--- src/rtl/ppu_sprite_pkg.sv ---
// Shared constants and helpers for the PPU sprite output stage.
package ppu_sprite_pkg;

    localparam int SPRITE_SLOTS  = 8;

    localparam int ATTR_PAL_LO   = 0;
    localparam int ATTR_PRIORITY = 5;
    localparam int ATTR_FLIP_H   = 6;
    localparam int ATTR_FLIP_V   = 7;

    localparam logic [8:0] VIS_FIRST_DOT      = 9'd1;
    localparam logic [8:0] VIS_LAST_DOT       = 9'd256;
    localparam logic [8:0] CLEAR_DOT          = 9'd257;
    localparam logic [8:0] LEFT_CLIP_LAST_DOT = 9'd8;

    function automatic logic [7:0] bit_reverse8(input logic [7:0] value);
        logic [7:0] result;
        for (int i = 0; i < 8; i++) begin
            result[i] = value[7-i];
        end
        return result;
    endfunction

endpackage

--- src/rtl/sprite_output_unit.sv ---
// One sprite slot: X down-counter, pattern shifters, palette/priority attributes
// and the sprite-0 flag. The pixel output is combinational from slot state.
module sprite_output_unit
    import ppu_sprite_pkg::*;
(
    input  logic       i_clk,
    input  logic       i_reset,
    input  logic       i_ce,
    input  logic       i_clear,
    input  logic       i_render,
    input  logic       i_load,
    input  logic [7:0] i_load_attr,
    input  logic [7:0] i_load_x,
    input  logic [7:0] i_load_lo,
    input  logic [7:0] i_load_hi,
    input  logic       i_sprite0,
    output logic [1:0] o_pixel,
    output logic [1:0] o_palette,
    output logic       o_priority,
    output logic       o_sprite0
);

    logic [7:0] lo_r;
    logic [7:0] hi_r;
    logic [7:0] x_cnt_r;
    logic [1:0] palette_r;
    logic       priority_r;
    logic       sprite0_r;

    logic [7:0] lo_load_s;
    logic [7:0] hi_load_s;
    logic       unused_attr_s;

    // Vertical flip and the unimplemented attribute bits are resolved upstream.
    assign unused_attr_s = ^{i_load_attr[ATTR_FLIP_V], i_load_attr[4:2]};

    // Horizontal flip reverses the planes once at load so the shifter stays MSB-first.
    always_comb begin
        lo_load_s = i_load_lo;
        hi_load_s = i_load_hi;
        if (i_load_attr[ATTR_FLIP_H]) begin
            lo_load_s = bit_reverse8(i_load_lo);
            hi_load_s = bit_reverse8(i_load_hi);
        end else begin
            lo_load_s = i_load_lo;
            hi_load_s = i_load_hi;
        end
    end

    // Slot state: load beats the end-of-row clear, rendering counts down then shifts.
    always_ff @(posedge i_clk) begin
        if (i_reset) begin
            lo_r       <= 8'h00;
            hi_r       <= 8'h00;
            x_cnt_r    <= 8'h00;
            palette_r  <= 2'b00;
            priority_r <= 1'b0;
            sprite0_r  <= 1'b0;
        end else if (i_ce) begin
            if (i_load) begin
                lo_r       <= lo_load_s;
                hi_r       <= hi_load_s;
                x_cnt_r    <= i_load_x;
                palette_r  <= i_load_attr[ATTR_PAL_LO +: 2];
                priority_r <= i_load_attr[ATTR_PRIORITY];
                sprite0_r  <= i_sprite0;
            end else if (i_clear) begin
                lo_r       <= 8'h00;
                hi_r       <= 8'h00;
                x_cnt_r    <= 8'h00;
                palette_r  <= 2'b00;
                priority_r <= 1'b0;
                sprite0_r  <= 1'b0;
            end else if (i_render) begin
                if (x_cnt_r != 8'h00) begin
                    x_cnt_r <= x_cnt_r - 8'd1;
                end else begin
                    lo_r <= {lo_r[6:0], 1'b0};
                    hi_r <= {hi_r[6:0], 1'b0};
                end
            end
        end
    end

    assign o_pixel    = (x_cnt_r == 8'h00) ? {hi_r[7], lo_r[7]} : 2'b00;
    assign o_palette  = palette_r;
    assign o_priority = priority_r;
    assign o_sprite0  = sprite0_r && (o_pixel != 2'b00);

endmodule

--- src/rtl/sprite_output_units.sv ---
// Eight sprite slots, lowest-slot-wins pixel select, masking and registered outputs.
// Optional build macro: PPU_SPRITE_LEFT_CLIP_EN (honour i_show_left8 for columns 0-7).
module sprite_output_units
    import ppu_sprite_pkg::*;
(
    input  logic       i_clk,
    input  logic       i_reset,
    input  logic       i_ce,
    input  logic [8:0] i_video_x,
    input  logic       i_is_rendering_sprites_enabled,
    input  logic       i_show_left8,
    input  logic       i_load,
    input  logic [2:0] i_load_slot,
    input  logic [7:0] i_load_attr,
    input  logic [7:0] i_load_x,
    input  logic [7:0] i_load_lo,
    input  logic [7:0] i_load_hi,
    input  logic       i_sprite0_in_slot0,
    output logic [3:0] o_palette_index,
    output logic       o_priority,
    output logic       o_sprite0_opaque
);

    logic                    render_s;
    logic                    clear_s;
    logic                    clip_s;
    logic [1:0]              pixel_s    [SPRITE_SLOTS];
    logic [1:0]              palette_s  [SPRITE_SLOTS];
    logic [SPRITE_SLOTS-1:0] prio_s;
    logic [SPRITE_SLOTS-1:0] slot_sprite0_s;
    logic                    sprite0_s;
    logic                    unused_sprite0_s;
    logic [3:0]              win_index_s;
    logic                    win_prio_s;

    assign render_s = (i_video_x >= VIS_FIRST_DOT) && (i_video_x <= VIS_LAST_DOT);
    assign clear_s  = (i_video_x == CLEAR_DOT);

`ifdef PPU_SPRITE_LEFT_CLIP_EN
    assign clip_s = !i_show_left8 && (i_video_x <= LEFT_CLIP_LAST_DOT);
`else
    logic unused_show_left8_s;
    assign unused_show_left8_s = i_show_left8;
    assign clip_s = 1'b0;
`endif

    for (genvar g = 0; g < SPRITE_SLOTS; g++) begin : g_slot
        sprite_output_unit u_slot (
            .i_clk       (i_clk),
            .i_reset     (i_reset),
            .i_ce        (i_ce),
            .i_clear     (clear_s),
            .i_render    (render_s),
            .i_load      (i_load && (i_load_slot == 3'(g))),
            .i_load_attr (i_load_attr),
            .i_load_x    (i_load_x),
            .i_load_lo   (i_load_lo),
            .i_load_hi   (i_load_hi),
            .i_sprite0   ((g == 0) ? i_sprite0_in_slot0 : 1'b0),
            .o_pixel     (pixel_s[g]),
            .o_palette   (palette_s[g]),
            .o_priority  (prio_s[g]),
            .o_sprite0   (slot_sprite0_s[g])
        );
    end

    // Only slot 0 can hold sprite 0; the other flags are constant zero.
    assign sprite0_s        = slot_sprite0_s[0];
    assign unused_sprite0_s = ^slot_sprite0_s[SPRITE_SLOTS-1:1];

    // Scan from the highest slot down so the lowest opaque slot is written last.
    always_comb begin
        win_index_s = 4'd0;
        win_prio_s  = 1'b0;
        for (int i = SPRITE_SLOTS - 1; i >= 0; i--) begin
            if (pixel_s[i] != 2'b00) begin
                win_index_s = {palette_s[i], pixel_s[i]};
                win_prio_s  = prio_s[i];
            end else begin
                win_index_s = win_index_s;
                win_prio_s  = win_prio_s;
            end
        end
    end

    // Output register: visible, enabled, unclipped dots pass the winner, else transparent.
    always_ff @(posedge i_clk) begin
        if (i_reset) begin
            o_palette_index  <= 4'd0;
            o_priority       <= 1'b0;
            o_sprite0_opaque <= 1'b0;
        end else if (i_ce) begin
            if (render_s && i_is_rendering_sprites_enabled && !clip_s) begin
                o_palette_index  <= win_index_s;
                o_priority       <= win_prio_s;
                o_sprite0_opaque <= sprite0_s;
            end else begin
                o_palette_index  <= 4'd0;
                o_priority       <= 1'b0;
                o_sprite0_opaque <= 1'b0;
            end
        end
    end

endmodule

--- config.mk ---
export PLATFORM = sky130hd
export DESIGN_NAME = sprite_output_units
export DESIGN_NICKNAME = d
export VERILOG_FILES = /design/src/rtl/ppu_sprite_pkg.sv /design/src/rtl/sprite_output_unit.sv /design/src/rtl/sprite_output_units.sv
export SDC_FILE = /design/constraint.sdc
export NUM_CORES = 1
export LEC_CHECK = 0
export BUFFER_PORTS_ARGS = -buffer_cell sky130_fd_sc_hd__buf_2
export CAP_MARGIN = 10
export CORE_MARGIN = 3
export CORE_UTILIZATION = 40
export CTS_CLUSTER_SIZE = 30
export DETAILED_ROUTE_END_ITERATION = 6
export GPL_TIMING_DRIVEN = 1
export HOLD_SLACK_MARGIN = 0.12
export SYNTH_ARGS = -nofsm -noshare
export SYNTH_HDL_FRONTEND = slang
export SYNTH_HIERARCHICAL = 1
export SYNTH_SLANG_ARGS = --single-unit
--- constraint.sdc ---
create_clock -name i_clk -period 5.05 [get_ports i_clk]
set_clock_uncertainty 0.2 [all_clocks]
set_input_delay 0.505 -clock i_clk [delete_from_list [all_inputs] [get_ports i_clk]]
set_output_delay 0.505 -clock i_clk [all_outputs]
set_load 0.03 [all_outputs]
==> results of run 1 <==
[cell type report]
| cell class | count | area, um^2 | area share, % |
|---|---|---|---|
| Multi-Input combinational cell | 1234 | 8803 | 57.43 |
| Timing Repair Buffer | 76 | 469.2 | 3.061 |
| Clock inverter | 8 | 93.84 | 0.6122 |
| Sequential cell | 223 | 4464 | 29.12 |
| Inverter | 25 | 93.84 | 0.6122 |
| Tap cell | 455 | 569.3 | 3.714 |
| Clock buffer | 40 | 834.6 | 5.444 |
[tightest hold or removal path, stage by stage]
cell	delay [ps]
buf_2	200
nand2_1	100
a211oi_1	60
[layer usage]
metal | part of all wire (%) | vias up | track usage, % | wire length [um]
li1 | - | 6117 | - | -
met1 | 48 | 6027 | 28.78 | 19030
met2 | 45 | 327 | 32.07 | 17880
met3 | 5.4 | 62 | 3.110 | 2151
met4 | 2.2 | 0 | 5.186 | 859
met5 | 0 | - | 0 | 0
[registers in the layout (all words and copies together) (netlist names)]
| register | cells |
|---|---|
| g_slot.u_slot/sprite0_r | 1 |
| g_slot.u_slot/hi_r | 64 |
| g_slot.u_slot/x_cnt_r | 64 |
| g_slot.u_slot/o_palette | 16 |
| o_priority | 1 |
| o_sprite0_opaque | 1 |
| o_palette_index | 4 |
| g_slot.u_slot/lo_r | 64 |
| g_slot.u_slot/o_priority | 8 |
[worst paths after layout]
path	start	to	slack, ps	cells past startpoint
worst max-delay path	i_video_x[7]	g_slot[6].u_slot/hi_r[5]	2100	7
worst min-delay path	i_load_x[6]	g_slot[4].u_slot/x_cnt_r[6]	180	3
worst max register to register	g_slot[5].u_slot/x_cnt_r[0]	o_priority	2470	9
worst min register to register	g_slot[0].u_slot/hi_r[0]	g_slot[0].u_slot/hi_r[0]	250	2
[what timing repair did]
action                                 4_1_cts  5_1_grt
hold buffers                                 1        0
endpoints found under the hold margin        1        0
setup buffers                                0        0
gates resized for setup                      0        0
[stage by stage]
stage	hold slack (ps)	util, %	area (um^2)	instances	setup WS, ps
5_1_grt	175.8	44.16	15330	2061	1805
6_report	180.0	44.16	15330	2061	2097
2_1_floorplan	227.1	-	14150	1626	1916
4_1_cts	157.6	44.16	15330	2061	2087
3_5_place_dp	242.3	41.45	14390	2012	1530
3_3_place_gp	235.5	41.45	14390	2012	1590
[power breakdown]
group | internal, mW | switching [mW] | total [mW]
clock | 1.23 | 0.782 | 2.02
combinational | 0.961 | 1.22 | 2.18
sequential | 2.06 | 0.266 | 2.33
total | 4.26 | 2.26 | 6.52
[cell usage in the layout (no fill, tap or decap), types with 27 or more instances in the layout]
cell       count
a211oi_1     104
a211oi_2      48
a21oi_1      172
buf_2         49
clkbuf_16     27
dfxtp_1      223
mux2_2       128
nand2_1       86
nor2_1       184
nor3_1        45
nor3b_1      112
==> reports/results.ini, run 1 <==
[global_routing]
grtUsageTotal_pct = 20.21
grt_pass1_vias = 11890
grt_pass1_wl_um = 64670
grt_max_degree = 130
overflow = 0
antenna_found_initial = 0

[floorplanning]
dieArea_um2 = 37660
die_w_um = 194.1
die_h_um = 194.1
rows = 68
io_pins = 57
fp.coreArea_um2 = 34710
start_util_pct = 40.76

[critical_path]
critPathMaxStageDelay_ps = 810
cp-start-kind = primary input
critPathMaxFanout = 38
crit_path_end_kind = flip-flop
cp_num_buf_inv = 1
path_class = in -> reg
crit_family = compound AO/OA/AOI/OAI gates
cp.required_ps = 5310
cp_cell_sequence = buf_2, nor4_4, and4_4, o21a_1, a41o_1, nor2_1, a211oi_2
cp.arrival_ps = 3210
crit_slowest_cell = a41o_1

[yosys]
syn_nets = 1693
synth_warnings = 6
netlist_instances = 1626
postSynthAreaPerCell_um2 = 8.701
netlist_area_um2 = 14150

[power]
p_total_mw = 6.521
ir_drop_mv = 0.2582
p_per_area_nw_per_um2 = 425.4
p_leak_nw = 5.433

[timing]
timing.fmax_ghz = 0.3387
worst_pin_slew_ps = 1121
rsz0062_at_grt = no
final-hold-violation-count = 0
relSlewSlack_pct = 25.29
layout_min_cycle_time_ps = 2953
slew_viol_final = 0
finalCritPeriodShare_pct = 58.47
tns_ps = 0
setup_viol = 0

[finish]
nFillCells = 3470
n_antenna_cell = 0
area_growth_pct = 8.340
nNetsFinal = 1654
drive_gt1_share_pct = 21.42

[routing]
drc = 0
ant_nets = 0
wire_per_inst_um = 19.37
vias = 12530
firstDrtPassIters = 4
wl_um = 39920
dr.first_iter.drc_count = 831
viasPerCell = 6.081

[clock_tree]
cts_tree = built
cts-htree-levels = 1
cts.sinks = 223
clk_pin_slew_worst_paths_ps = 60
cts_buffer_depth = 3
clockRootBuffer = clkbuf_16
insertion_delay_ps = 540
cts_buffers = 27

[placed_design]
hpwl_um = 24720
routabilityCongestion = 0.8230
io_buffers = 51

[min_path]
min_path_type = in -> reg

[run_status]
status = completed

[run]
maxCapViolCount = 0

Note: power is estimated with default switching activity, not from simulation.
==> run 2: changes to the inputs <==
- ABC_AREA: not set -> 1
- clock period: 5.05 -> 3 ns (I/O delays scaled with it)
==> reports/results.ini, run 2 <==
[critical_path]
crit_family = simple AND/OR/NAND/NOR gates
cp-start-kind = flip-flop
critPathMaxStageDelay_ps = 340
cp.arrival_ps = 2830
path_class = reg -> reg
crit_slowest_cell = nor2_1
critPathMostFrequentCell = nand2_1
cp_cell_sequence = inv_1, ha_1, nand2_2, nor2_8, inv_1, nor2_1, inv_1, nand2_1, nand2_1, nand2_1, nand2_1, nand2_1, nand2_1, nand2_1, nand2_1, nand2_1, nand2_1, nand2_1, nand2_1, nand2_1, nand2_1, a21oi_1
cp_num_buf_inv = 3
crit_path_end_kind = flip-flop
critPathMaxFanout = 6
cp.required_ps = 3270

[finish]
drive_gt1_share_pct = 15.43
fin_cells = 2827
nNetsFinal = 2414
reg_top3 = g_slot.u_slot/hi_r: 64 flops, g_slot.u_slot/lo_r: 64 flops, g_slot.u_slot/x_cnt_r: 64 flops
mostFrequentLayoutCells = nand2_1 (577), nor2_1 (453), o21ai_0 (246), dfxtp_1 (223), inv_1 (174)
final_util_pct = 44.96
area_growth_pct = 9.251
n_antenna_cell = 0
final_common_cell = nand2_1

[yosys]
postSynthAreaPerCell_um2 = 6.387
netlist_area_um2 = 14850
synth_warnings = 6
syn_nets = 2392
netlist_instances = 2325

[timing]
finalCritPeriodShare_pct = 85.33
tns_ps = 0
rsz0062_at_grt = no
worst_pin_slew_ps = 716.4
setup_viol = 0
relSlewSlack_pct = 52.24
layout_min_cycle_time_ps = 2560
hold_slack_ps = 167.9
slew_viol_final = 0
timing.fmax_ghz = 0.3906
final-hold-violation-count = 0

[clock_tree]
clockRootBuffer = clkbuf_16
cts_buffers = 27
cts.sinks = 223
clk_pin_slew_worst_paths_ps = 60
cts-htree-levels = 1
cts_buffer_depth = 3
cts_tree = built
insertion_delay_ps = 550
post-cts-setup-buffer-count = 0

[routing]
drc = 0
ant_nets = 0
wire_per_inst_um = 16.18
firstDrtPassIters = 5
viasPerCell = 5.224
dr.first_iter.drc_count = 1025
wl_um = 45740
vias = 14770

[placed_design]
hpwl_um = 28470
routabilityCongestion = 0.8344
io_buffers = 51
place_inst = 2768

[global_routing]
met2_usage_pct = 38.59
grt_max_degree = 59
met1_usage_pct = 30.51
overflow = 0
antenna_found_initial = 0
grtUsageMet3_pct = 2.033
grt_pass1_wl_um = 72660
grtUsageTotal_pct = 22.72
grt_busiest_layer = met2
grt_pass1_vias = 13740

[floorplanning]
dieArea_um2 = 39470
rows = 69
fp.coreArea_um2 = 36090
io_pins = 57
die_h_um = 198.7
start_util_pct = 41.15
die_w_um = 198.7

[min_path]
min_path_type = in -> reg

[power]
p_leak_nw = 6.874
ir_drop_mv = 0.4984
p_per_area_nw_per_um2 = 569.9
p_total_mw = 9.247

[run_status]
status = completed

[run]
maxCapViolCount = 0

-- run 2: cell types whose count changed in the layout (fill, tap and decap cells not counted), sizes merged, moves of 55 or more --
cell    before  now
inv         25  201
nor3b      112    0
nor2       190  488
nor3        55    0
nand2       87  690
a211oi     152    0
nand3       20  139
mux2       128    0
o21ai       26  264
-- run 2: final cells by class --
type                    instances  area [um^2]
inverters                     201        754.5
repair buffers                 89        598.1
clock buffers                  39        750.7
fillers                      3782        19860
multi-input cells            1805         8981
clock inverters                 9        98.84
well taps                     461        576.8
flip-flops and latches        223         4464
-- run 2: worst reg2reg max path, cell delays in order, from the launching register on --
cell and delay [ps]:
dfxtp_1 310, inv_1 110, ha_1 180, nand2_2 110
nor2_8 160, inv_1 90, nor2_1 340, inv_1 70
nand2_1 80, nand2_1 40, nand2_1 60, nand2_1 50
nand2_1 90, nand2_1 60, nand2_1 70, nand2_1 50
nand2_1 50, nand2_1 40, nand2_1 60, nand2_1 50
nand2_1 50, nand2_1 40, a21oi_1 140
-- run 2: where the power goes --
part	leakage, nW	total, mW	switching, mW	internal [mW]
combinational	4.64	2.62	1.76	0.863
clock	0.421	3.22	1.32	1.90
sequential	1.82	3.41	0.201	3.21
-- run 2: worst paths after layout --
kind / from / end / slack [ps] / cells past startpoint
max reg2reg: g_slot[6].u_slot/x_cnt_r[0] / o_palette_index[0] / 440 / 22
min: i_video_x[8] / o_palette_index[2] / 170 / 8
max: g_slot[6].u_slot/x_cnt_r[0] / o_palette_index[0] / 440 / 22
min reg2reg: g_slot[5].u_slot/o_palette[0] / g_slot[5].u_slot/o_palette[0] / 260 / 2
-- run 2: repair_timing --
item | in CTS | in global routing
hold buffers | 11 | 0
endpoints found under the hold margin | 52 | 0
resized for setup | 0 | 0
endpoints found under the setup margin | 0 | 0
-- run 2: stage by stage --
step	instance area, um^2	setup slack [ps]
global route	16220	142.5
CTS	16220	448.0
floorplan	14850	876.1
detailed placement	15260	448.3
global placement	15260	454.8
finish	16220	440.0
-- run 2: per-layer routing --
| layer | routed length, um | vias up | share of wire [%] |
|---|---|---|---|
| met5 | 0 | - | 0 |
| met1 | 20610 | 6834 | 45 |
| met2 | 21380 | 388 | 47 |
| met4 | 1366 | 0 | 3.0 |
| met3 | 2389 | 82 | 5.2 |
| li1 | - | 7464 | - |
